<file path="config.mk">
export PLATFORM = sky130hd
export DESIGN_NAME = pc_sequencer
export DESIGN_NICKNAME = d
export VERILOG_FILES = /design/src/rtl/pc_sequencer.sv
export SDC_FILE = /design/constraint.sdc
export NUM_CORES = 1
export LEC_CHECK = 0
export ABC_AREA = 0
export CAP_MARGIN = 10
export CORE_UTILIZATION = 43
export CTS_CLUSTER_DIAMETER = 150
export CTS_CLUSTER_SIZE = 30
export DETAILED_ROUTE_END_ITERATION = 8
export GPL_TIMING_DRIVEN = 1
export PLACE_DENSITY_LB_ADDON = 0.3
export SLEW_MARGIN = 25
export SYNTH_ARGS = -nofsm -noshare
export SYNTH_HDL_FRONTEND = slang
export SYNTH_SLANG_ARGS = --single-unit
</file>
<file path="constraint.sdc">
create_clock -name clk -period 3.4 [get_ports clk]
set_input_delay 0.85 -clock clk [delete_from_list [all_inputs] [get_ports clk]]
set_output_delay 0.85 -clock clk [all_outputs]
set_load 0.01 [all_outputs]
</file>
<file path="src/rtl/pc_sequencer.sv">
// Program counter sequencer: RUN / WAIT_IN / HALT control of the PC.
// RUN priority: halt > input wait > jump > taken branch > pc+1.
// An input is accepted only after in_valid has been seen low (armed), so a
// level held across two In instructions cannot satisfy both of them.
// Optional build macro HALT_RESUME_EN: when defined, resume leaves HALT and
// advances the PC. When it is undefined, HALT is left only through reset.
module pc_sequencer #(
  parameter int unsigned PC_WIDTH = 10,
  parameter int unsigned IN_WIDTH = 16
) (
  input  logic                clk,
  input  logic                rst_n,
  input  logic                cu_Jump,
  input  logic                cu_Branch,
  input  logic                cu_inSignal,
  input  logic                cu_hlt,
  input  logic                alu_zero,
  input  logic [PC_WIDTH-1:0] jump_addr,
  input  logic [15:0]         branch_off,
  input  logic                in_valid,
  input  logic [IN_WIDTH-1:0] in_data,
  input  logic                resume,
  output logic [PC_WIDTH-1:0] pc,
  output logic                pc_stall,
  output logic                in_ack,
  output logic [IN_WIDTH-1:0] in_value,
  output logic                halted
);

  typedef enum logic [1:0] {
    ST_RUN,
    ST_WAIT_IN,
    ST_HALT
  } state_e;

  state_e              state_q, state_d;
  logic [PC_WIDTH-1:0] pc_q, pc_d;
  logic [IN_WIDTH-1:0] in_value_q, in_value_d;
  logic                in_ack_q, in_ack_d;
  logic                armed_q, armed_d;
  logic                accept;
  logic [PC_WIDTH-1:0] pc_inc;
  logic [PC_WIDTH-1:0] pc_branch;

  // Sign-extend or truncate the word offset to PC width; sums wrap naturally.
  assign pc_inc    = pc_q + PC_WIDTH'(1);
  assign pc_branch = pc_inc + PC_WIDTH'(signed'(branch_off));

`ifndef HALT_RESUME_EN
  logic unused_resume;
  assign unused_resume = resume;
`endif

  // State register and datapath flops, synchronous active-low reset.
  always_ff @(posedge clk) begin
    if (!rst_n) begin
      state_q    <= ST_RUN;
      pc_q       <= '0;
      in_value_q <= '0;
      in_ack_q   <= 1'b0;
      armed_q    <= 1'b0;
    end else begin
      state_q    <= state_d;
      pc_q       <= pc_d;
      in_value_q <= in_value_d;
      in_ack_q   <= in_ack_d;
      armed_q    <= armed_d;
    end
  end

  // Next state, next PC, input capture and arming.
  always_comb begin
    state_d    = state_q;
    pc_d       = pc_q;
    in_value_d = in_value_q;
    in_ack_d   = 1'b0;
    accept     = 1'b0;
    unique case (state_q)
      ST_RUN: begin
        if (cu_hlt) begin
          state_d = ST_HALT;
        end else if (cu_inSignal) begin
          state_d = ST_WAIT_IN;
        end else if (cu_Jump) begin
          pc_d = jump_addr;
        end else if (cu_Branch && alu_zero) begin
          pc_d = pc_branch;
        end else begin
          pc_d = pc_inc;
        end
      end
      ST_WAIT_IN: begin
        if (in_valid && armed_q) begin
          accept     = 1'b1;
          in_value_d = in_data;
          in_ack_d   = 1'b1;
          pc_d       = pc_inc;
          state_d    = ST_RUN;
        end
      end
      ST_HALT: begin
`ifdef HALT_RESUME_EN
        if (resume) begin
          pc_d    = pc_inc;
          state_d = ST_RUN;
        end
`endif
      end
      default: state_d = ST_RUN;
    endcase
    // Acceptance needs in_valid high, so the low-sample set never collides.
    if (!in_valid) begin
      armed_d = 1'b1;
    end else if (accept) begin
      armed_d = 1'b0;
    end else begin
      armed_d = armed_q;
    end
  end

  // State-decoded status outputs.
  always_comb begin
    pc_stall = (state_q == ST_WAIT_IN);
    halted   = (state_q == ST_HALT);
  end

  assign pc       = pc_q;
  assign in_ack   = in_ack_q;
  assign in_value = in_value_q;

endmodule

</file>
Word level (Yosys, flattened, before mapping)
Cells that the tools add are included.

Bits in registers: 30. Input port bits: 51. Output and inout bits: 29. Word-level logic and storage cells: 36.

Add/sub/neg operators: 2. Equal/unequal tests: 7. Multiplexer cells: 14. Bitwise operators: 1. Reductions and logical operators: 7.

Operators with widths (number): $mux W10 (5); $pmux W10 S2 (1); $add A10 B1 Y10 const B (1); $add A10 B10 Y10 (1); $mux W2 (3); $pmux W2 S3 (1); $mux W1 (4); $ne A2 B1 Y1 const B (2); $ne A2 B2 Y1 const B (2); $reduce_and A4 Y1 (1); $ne A3 B3 Y1 const B (1); $reduce_and A3 Y1 (1); $eq A2 B1 Y1 const B (1); $eq A2 B2 Y1 const B (1); $logic_and A1 B1 Y1 (2); $logic_not A2 Y1 (1); $reduce_and A2 Y1 (1); $reduce_bool A2 Y1 (1); $not A1 Y1 (1).

Longest topological paths before layout
Gate-level depths: netlist of the first run.

Depth after elaboration: 7. Depth in mapped cells: 12. Depth with buffers taken out: 12.

Least setup slack after synthesis of the first run
No wires, ideal clock.

Path kind: reg2reg. From: register pc_q[0] (netlist: pc[0]). To: register pc_q[8] (netlist: pc[8]). Library setup time: 0.059 ns. Arrival: 2.776 ns. Data required time: 3.341 ns. Path slack: 0.565 ns. Cell stages (with the launch flop): 13. Path buffers: 0. Clock period less this slack: 2.835 ns. Cells stage by stage: dfxtp_1 ha_1 and3_1 nand3_1 xor2_1 inv_1 ha_1 a21oi_1 inv_1 o311ai_0 mux2_2 nand2_1 a22o_1.

Longest elaborated chain between the ends: 7. Elaborated cells on any way between the ends: 8. Those cells by class: add/sub (2); mux (6).

RTL lines: from (decl) (RTL line 37) `logic [PC_WIDTH-1:0] pc_q, pc_d;`; from (signal assigned) (RTL line 64) `pc_q <= pc_d;`; $add A10 B1 Y10 (*) (RTL line 46) `assign pc_inc = pc_q + PC_WIDTH'(1);`; $add A10 B10 Y10 (RTL line 47) `assign pc_branch = pc_inc + PC_WIDTH'(signed'(branch_off));`; $mux W10 (RTL line 86) `end else if (cu_Branch && alu_zero) begin`; $mux W10 (RTL line 84) `end else if (cu_Jump) begin`; $mux W10 (RTL line 82) `end else if (cu_inSignal) begin`; $mux W10 (RTL line 80) `if (cu_hlt) begin`; $pmux W10 S2 (*) (RTL line 78) `unique case (state_q)`.

Every way passes the cells marked *; elsewhere a longest branch is shown, timed or not. The select of a mux whose other input is x is not followed. A chain may end at the register's enable or synchronous reset.

Worst setup path after layout of the first run
From: input port branch_off[0]. To: register pc_q[8] (netlist: pc[8]).

Longest elaborated chain between the ends: 6.

RTL lines: from (decl) (RTL line 19) `input logic [15:0] branch_off,`; $add A10 B10 Y10 (RTL line 47); $mux W10 (RTL line 86); $mux W10 (RTL line 84); $mux W10 (RTL line 82); $mux W10 (RTL line 80); $pmux W10 S2 (RTL line 78).

No other way between the ends. The select of a mux whose other input is x is not followed.

==> metrics.log, run 1 <==
[metrics] std cell rows: 24
[metrics] slew at the pin with the worst max-slew slack: 0.673 ns
[metrics] Synth top cells by count: 49 x nand2_1, 30 x dfxtp_1, 19 x a21boi_0
[metrics] count of buffer and inverter cells on the critical path: 1
[metrics] PD cells: 324 nW/µm²
[metrics] layout cell share with drive strength beyond 1: 0.0658
[metrics] cells along the critical path: clkdlybuf4s50_1 -> ha_1 -> fa_1 -> a211oi_1 -> nor2_1 -> o311ai_0 -> mux2_2 -> nand2_1 -> a22o_1
[metrics] fraction of post-synthesis cell area in the top cell type by area: 0.306
[metrics] stage delay of the slowest cell on the critical path: 0.44 ns
[metrics] critical path required time: 3.63 ns
[metrics] detailed placer's ending HPWL: 3.79 mm
[metrics] reg2reg path depth: 12
[metrics] synthesized instance count: 245
[metrics] number of buffers added on ports: 72
[metrics] clock buffer count from CTS: 5
[metrics] signal arrival time at the worst endpoint: 3.28 ns
[metrics] antenna violations before repair: 0
[metrics] total grt overflow: 0
[metrics] Hold Path End: in_value[10]
[metrics] flip-flop cell with the highest count after synthesis: dfxtp_1
[metrics] CTS tree: yes
[metrics] Largest delay share family, worst path: compound AO/OA/AOI/OAI gates
[metrics] effective utilization at floorplan: 0.447
[metrics] wire length of the first global-routing pass: 8.50 mm
[metrics] Remaining DRCs: 0
[metrics] Critical Path Start Type: input port
[metrics] setup TNS: 0 ns
[metrics] min-delay worst type: flop to flop
[metrics] nets in the synthesized netlist: 307
[metrics] top post-synthesis cells by area: dfxtp_1 31%, nand2_1 9.4%, a21boi_0 7.3%, ha_1 6.4%, xor2_1 4.0%
[metrics] proportion of synthesized flip-flops having asynchronous set or reset: 0
[metrics] unrepaired setup endpoints after global routing: false
[metrics] Leak: 1.13 nW
[metrics] I/O pin count: 80
[metrics] Post-synth EDFFs: 0
[metrics] area overhead of the layout relative to synthesis: 44.2%
[metrics] sort of element at the end of the critical path: flop
[metrics] Hold Path Stages: 2
[metrics] Tmin final: 3.05 ns
[metrics] status: completed
[metrics] synthesized area divided by synthesized cell count: 8.01 µm²
[metrics] number of clock sinks seen by CTS: 30
[metrics] total power consumption of the routed design: 0.917 mW
[metrics] number of search-and-repair iterations in the first detailed-routing pass: 4
[metrics] area enclosed by the die boundary: 4840 µm²
[metrics] Worst R2R Start: pc[1]
[metrics] vias after detailed routing: 1971
[metrics] Critical Setup Path Class: input port to flop
[metrics] placement-stage cell area: 2730 µm²
[metrics] total count of max-transition violations in the final report: 0
[metrics] mean number of vias per cell: 5.31
[metrics] insertion delay of the later-clocked pin in the worst-skew pair: 0.29 ns
[metrics] Core ar.: 4380 µm²
[metrics] post-layout utilization of the core: 0.645
[metrics] CTS H-Tree Depth: 2
[metrics] library cell occupying the most area in the post-synthesis netlist: dfxtp_1
[metrics] Critical Path Start: branch_off[0]
[metrics] die outline width: 69.5 µm
[metrics] endpoint of the worst register-to-register path: pc[8]
[metrics] final cell area excluding filler cells: 2830 µm²
[metrics] Max stage delay cell, worst path: fa_1
[metrics] wire length reported by the detailed router: 5.07 mm
[metrics] Critical Path Fanout Max: 3
[metrics] sequential element share of the synthesized area: 0.306
[metrics] endpoints failing hold: 0
[metrics] number of warnings issued by yosys: 0
[metrics] max-cap violation count: 0
[metrics] GP Congestion: 0.862
[metrics] cell chosen for the clock root: clkbuf_8
[metrics] total track usage: 0.219
[metrics] Max Fclk: 328 MHz
[metrics] antenna diode count: 0
[metrics] Final Cycle Share: 0.897
[metrics] Peak supply drop: 138 µV
[metrics] combined area of all synthesized cells: 1960 µm²
[metrics] remaining number of nets flagged by the antenna check after routing: 0
[metrics] Die Span Y: 69.5 µm
[metrics] routed len/inst: 13.7 µm
[metrics] post-CTS clock slew at the launch and capture registers of the worst setup and hold paths: 0.06 ns
[metrics] headroom to the max-slew limit: 0.551
[metrics] slack of the worst reg-to-reg path: 0.39 ns
[metrics] flop and latch count out of synthesis: 30
[metrics] startpoint of the worst hold path: in_value[10]
[metrics] Inst Count DP: 363
[metrics] Netlist cell types: 50
[metrics] setup violation total in the final timing report: 0
[metrics] NumNets Final: 380
[metrics] setup skew after layout: 0.00455 ns
[metrics] number of buffers on the longest clock path: 2
[metrics] cell with the most instances after synthesis: nand2_1
[metrics] Post-Layout Cell Count: 371
[metrics] maximum number of pins on one net before global-route repair: 31
[metrics] via count of the first global-routing pass: 1925
[metrics] Detailed Route Iter0 Violations: 91
kinds of logic (layout without fill, tap and decap cells):
group,count (synthesis),after routing,synth area share
buf+inv,20,94,0.0415
fa+ha+maj,11,11,0.0740
mux,2,2,0.0108
xor+xnor,14,14,0.0625
simple gates,95,95,0.227
flops,30,30,0.306
compound gates,73,73,0.278
worst max-delay path by stage:
stage,end,slack [ns],depth (start not counted)
global placement,pc[8],0.11,9
CTS,pc[8],0.27,12
detailed placement,pc[8],0.06,9
floorplan,pc[8],0.56,12
global route,pc[8],0.11,12
finish,pc[8],0.35,9
report_power, final:
part / total [mW] / internal [mW] / leakage [nW] / switching, mW
registers: 0.380 / 0.364 / 0.244 / 0.0163
logic: 0.240 / 0.129 / 0.833 / 0.111
clock network: 0.297 / 0.163 / 0.0482 / 0.134
cells in the final DEF (no fill, tap or decap), drive strengths merged, types with 4 or more instances in the layout:
cell and n:
a211oi 4, a21boi 19, a21oi 15, and3 4
buf 4, clkbuf 7, clkdlybuf4s50 72, dfxtp 30
ha 10, inv 10, nand2 51, nand3 10
nor2 12, nor3b 4, o211ai 4, o21ai 5
xnor2 5, xor2 9
through the flow:
| stage | hold slack, ns | worst slack, ns |
|---|---|---|
| detailed placement | 0.455 | 0.0605 |
| global route | 0.480 | 0.105 |
| CTS | 0.464 | 0.270 |
| finish | 0.461 | 0.351 |
| global placement | 0.449 | 0.114 |
| floorplan | 0.457 | 0.565 |
state kept, by name, indices dropped and copies added, names as in the netlist:
signal    count
in_value     16
pc           10
armed_q       1
in_ack        1
state_q       2
worst register-to-register path, stage by stage (launching register included):
cell	delay (ns)
dfxtp_1	0.41
ha_1	0.28
and3_1	0.24
nand3_1	0.12
xor2_1	0.27
inv_1	0.08
ha_1	0.33
a21oi_2	0.23
inv_1	0.07
o311ai_0	0.38
mux2_2	0.38
nand2_1	0.06
a22o_1	0.11
per-layer routing:
layer,vias to the layer above,global-route usage,wire length (µm)
met4,0,0.0952,97
met5,-,0,0
met2,60,0.369,2400
met1,881,0.269,2290
li1,1018,-,-
met3,12,0.0436,269
timing repair:
item	in CTS	in global routing
hold buffers	0	0
endpoints found under the setup margin	0	1
resized for setup	0	1
buffers inserted	0	0
area by class of cell:
type,instances,area [µm²]
Clock buffer,7,86.3
Clock inverter,1,5.00
Fill cell,384,1560
Inverter,10,37.5
Multi-Input combinational cell,195,1280
Sequential cell,30,601
Tap cell,52,65.1
Timing Repair Buffer,76,751
Power figures use the tool's default switching activity.
==> run 2, diff against run 1 <==
- CORE_UTILIZATION: 43 -> 47
- clock period: 3.4 -> 3.7 ns (I/O delays scaled with it)
==> run 2 against run 1 <==
First-iteration DRC count is 9.9% higher. Worst setup slack better by 0.16 ns. Clock-buffer cell count stayed put. Utilization is 5.9 points higher. Combinational power is 8.7% lower. Global-route usage is 2.4 points higher. Non-clock buffer count is 1 lower. Clock power is 10% lower. Largest cell class unchanged.
==> metrics.log, run 2 (same netlist as run 1, synthesis figures left out) <==
[metrics] antenna violations before repair: 0
[metrics] endpoints failing hold: 0
[metrics] post-CTS clock slew at the launch and capture registers of the worst setup and hold paths: 0.07 ns
[metrics] share of power burned in registers: 0.419
[metrics] number of gates resized after cts: 0
[metrics] remaining number of nets flagged by the antenna check after routing: 0
[metrics] wire length reported by the detailed router: 5.05 mm
[metrics] Inst Count DP: 360
[metrics] total count of max-transition violations in the final report: 0
[metrics] number of filler instances in the final layout: 330
[metrics] Max Fclk: 314 MHz
[metrics] setup skew after layout: 0.00515 ns
[metrics] final cell area excluding filler cells: 2820 µm²
[metrics] status: completed
[metrics] clock buffer count from CTS: 5
[metrics] I/O pin count: 80
[metrics] Peak supply drop: 159 µV
[metrics] area enclosed by the die boundary: 4440 µm²
[metrics] Detailed Route Iter0 Violations: 100
[metrics] Post-Layout Cell Count: 368
[metrics] signal arrival time at the worst endpoint: 3.41 ns
[metrics] detailed placer's ending HPWL: 3.77 mm
[metrics] post-route worst setup slack: 0.511 ns
[metrics] number of flip-flops in the largest register: 16
[metrics] Core ar.: 4000 µm²
[metrics] Clk network pwr share: 0.319
[metrics] via count of the first global-routing pass: 1819
[metrics] number of buffers added on ports: 72
[metrics] placement-stage cell area: 2720 µm²
[metrics] Final Cycle Share: 0.862
[metrics] effective utilization at floorplan: 0.490
[metrics] unrepaired setup endpoints after global routing: false
[metrics] wire length of the first global-routing pass: 8.25 mm
[metrics] number of search-and-repair iterations in the first detailed-routing pass: 4
[metrics] slew at the pin with the worst max-slew slack: 0.640 ns
[metrics] GP Congestion: 0.967
[metrics] CTS H-Tree Depth: 2
[metrics] Remaining DRCs: 0
[metrics] buffers inserted during post-CTS setup optimization: 0
[metrics] maximum number of pins on one net before global-route repair: 32
[metrics] total track usage: 0.243
[metrics] routed len/inst: 13.7 µm
[metrics] PD cells: 297 nW/µm²
[metrics] post-layout utilization of the core: 0.704
[metrics] switching part of the total power: 0.281
[metrics] sort of element at the end of the critical path: flop
[metrics] CTS tree: yes
[metrics] total grt overflow: 0
[metrics] area overhead of the layout relative to synthesis: 43.5%
[metrics] Critical Path Fanout Max: 8
[metrics] setup violation total in the final timing report: 0
[metrics] layout cell share with drive strength beyond 1: 0.0597
[metrics] mean number of vias per cell: 5.43
[metrics] cts hold-fix bufs: 0
[metrics] insertion delay of the later-clocked pin in the worst-skew pair: 0.28 ns
[metrics] internal power summed over all cells: 0.601 mW
[metrics] Tmin final: 3.19 ns
[metrics] std cell rows: 23
[metrics] min-delay worst type: flop to flop
[metrics] tightest hold margin: 0.462 ns
[metrics] Critical Path Start Type: flop
[metrics] NumNets Final: 379
[metrics] vias after detailed routing: 1998
[metrics] relative contribution of combinational cells to total power: 0.261
[metrics] critical path required time: 3.93 ns
[metrics] die outline width: 66.6 µm
[metrics] headroom to the max-slew limit: 0.573
[metrics] max-cap violation count: 0
[metrics] most common library cell in the layout ignoring fill and taps: clkdlybuf4s50_1
[metrics] Leak: 1.12 nW
[metrics] antenna diode count: 0
[metrics] number of buffers on the longest clock path: 2
[metrics] commonest cells after routing, fill and taps aside: 72 x clkdlybuf4s50_1, 49 x nand2_1, 30 x dfxtp_1
[metrics] total power consumption of the routed design: 0.836 mW
[metrics] net switching power: 0.235 mW
[metrics] setup TNS: 0 ns
[metrics] Die Span Y: 66.6 µm
[metrics] Critical Setup Path Class: flop to flop
[metrics] dpl ws: 0.331 ns
[metrics] cell chosen for the clock root: clkbuf_8
[metrics] number of clock sinks seen by CTS: 30
-- run 2: worst paths after layout --
kind | startpoint | end | slack, ns | cells after the start
max | pc[0] | pc[8] | 0.51 | 12
min | in_value[0] | in_value[0] | 0.46 | 2
max reg2reg | pc[0] | pc[8] | 0.51 | 12
min reg2reg | in_value[0] | in_value[0] | 0.46 | 2
-- run 2: layout make-up --
cell class / instances / area, µm² / area share
Multi-Input combinational cell: 195 / 1280 / 0.455
Clock buffer: 7 / 86.3 / 0.0307
Tap cell: 50 / 62.6 / 0.0222
Timing Repair Buffer: 75 / 743 / 0.264
Clock inverter: 1 / 5.00 / 0.00178
Inverter: 10 / 37.5 / 0.0133
Sequential cell: 30 / 601 / 0.213
-- run 2: routing by layer --
layer  up-vias  global-route usage  routed length, µm
li1       1018                   -                  -
met1       910               0.304               2280
met2        63               0.417               2410
met3         7              0.0428                283
met4         0              0.0771                 70
met5         -                   0                  0
-- run 2: power by group through the flow --
stage	registers [mW]	logic, mW	clock network [mW]
after CTS	0.351	0.218	0.270
after global routing	0.353	0.239	0.285
after global placement	0.357	0.213	0
final	0.351	0.219	0.267
after floorplan	0.359	0.119	0
after detailed placement	0.357	0.216	0
-- run 2: critical path, stage by stage, from the launching register on --
cell      delay, ns
dfxtp_1        0.46
ha_1           0.32
and3_1         0.23
nand3_1        0.10
xor2_1         0.28
inv_1          0.08
ha_1           0.32
a21oi_1        0.30
inv_1          0.09
o311ai_0       0.39
mux2_2         0.38
nand2_1        0.06
a22o_1         0.11
==> run 3, diff against run 2 <==
- SETUP_SLACK_MARGIN: not set -> 0.02
==> results of run 3 <==
Final layout, timing and power as in run 2 (identical DEF).
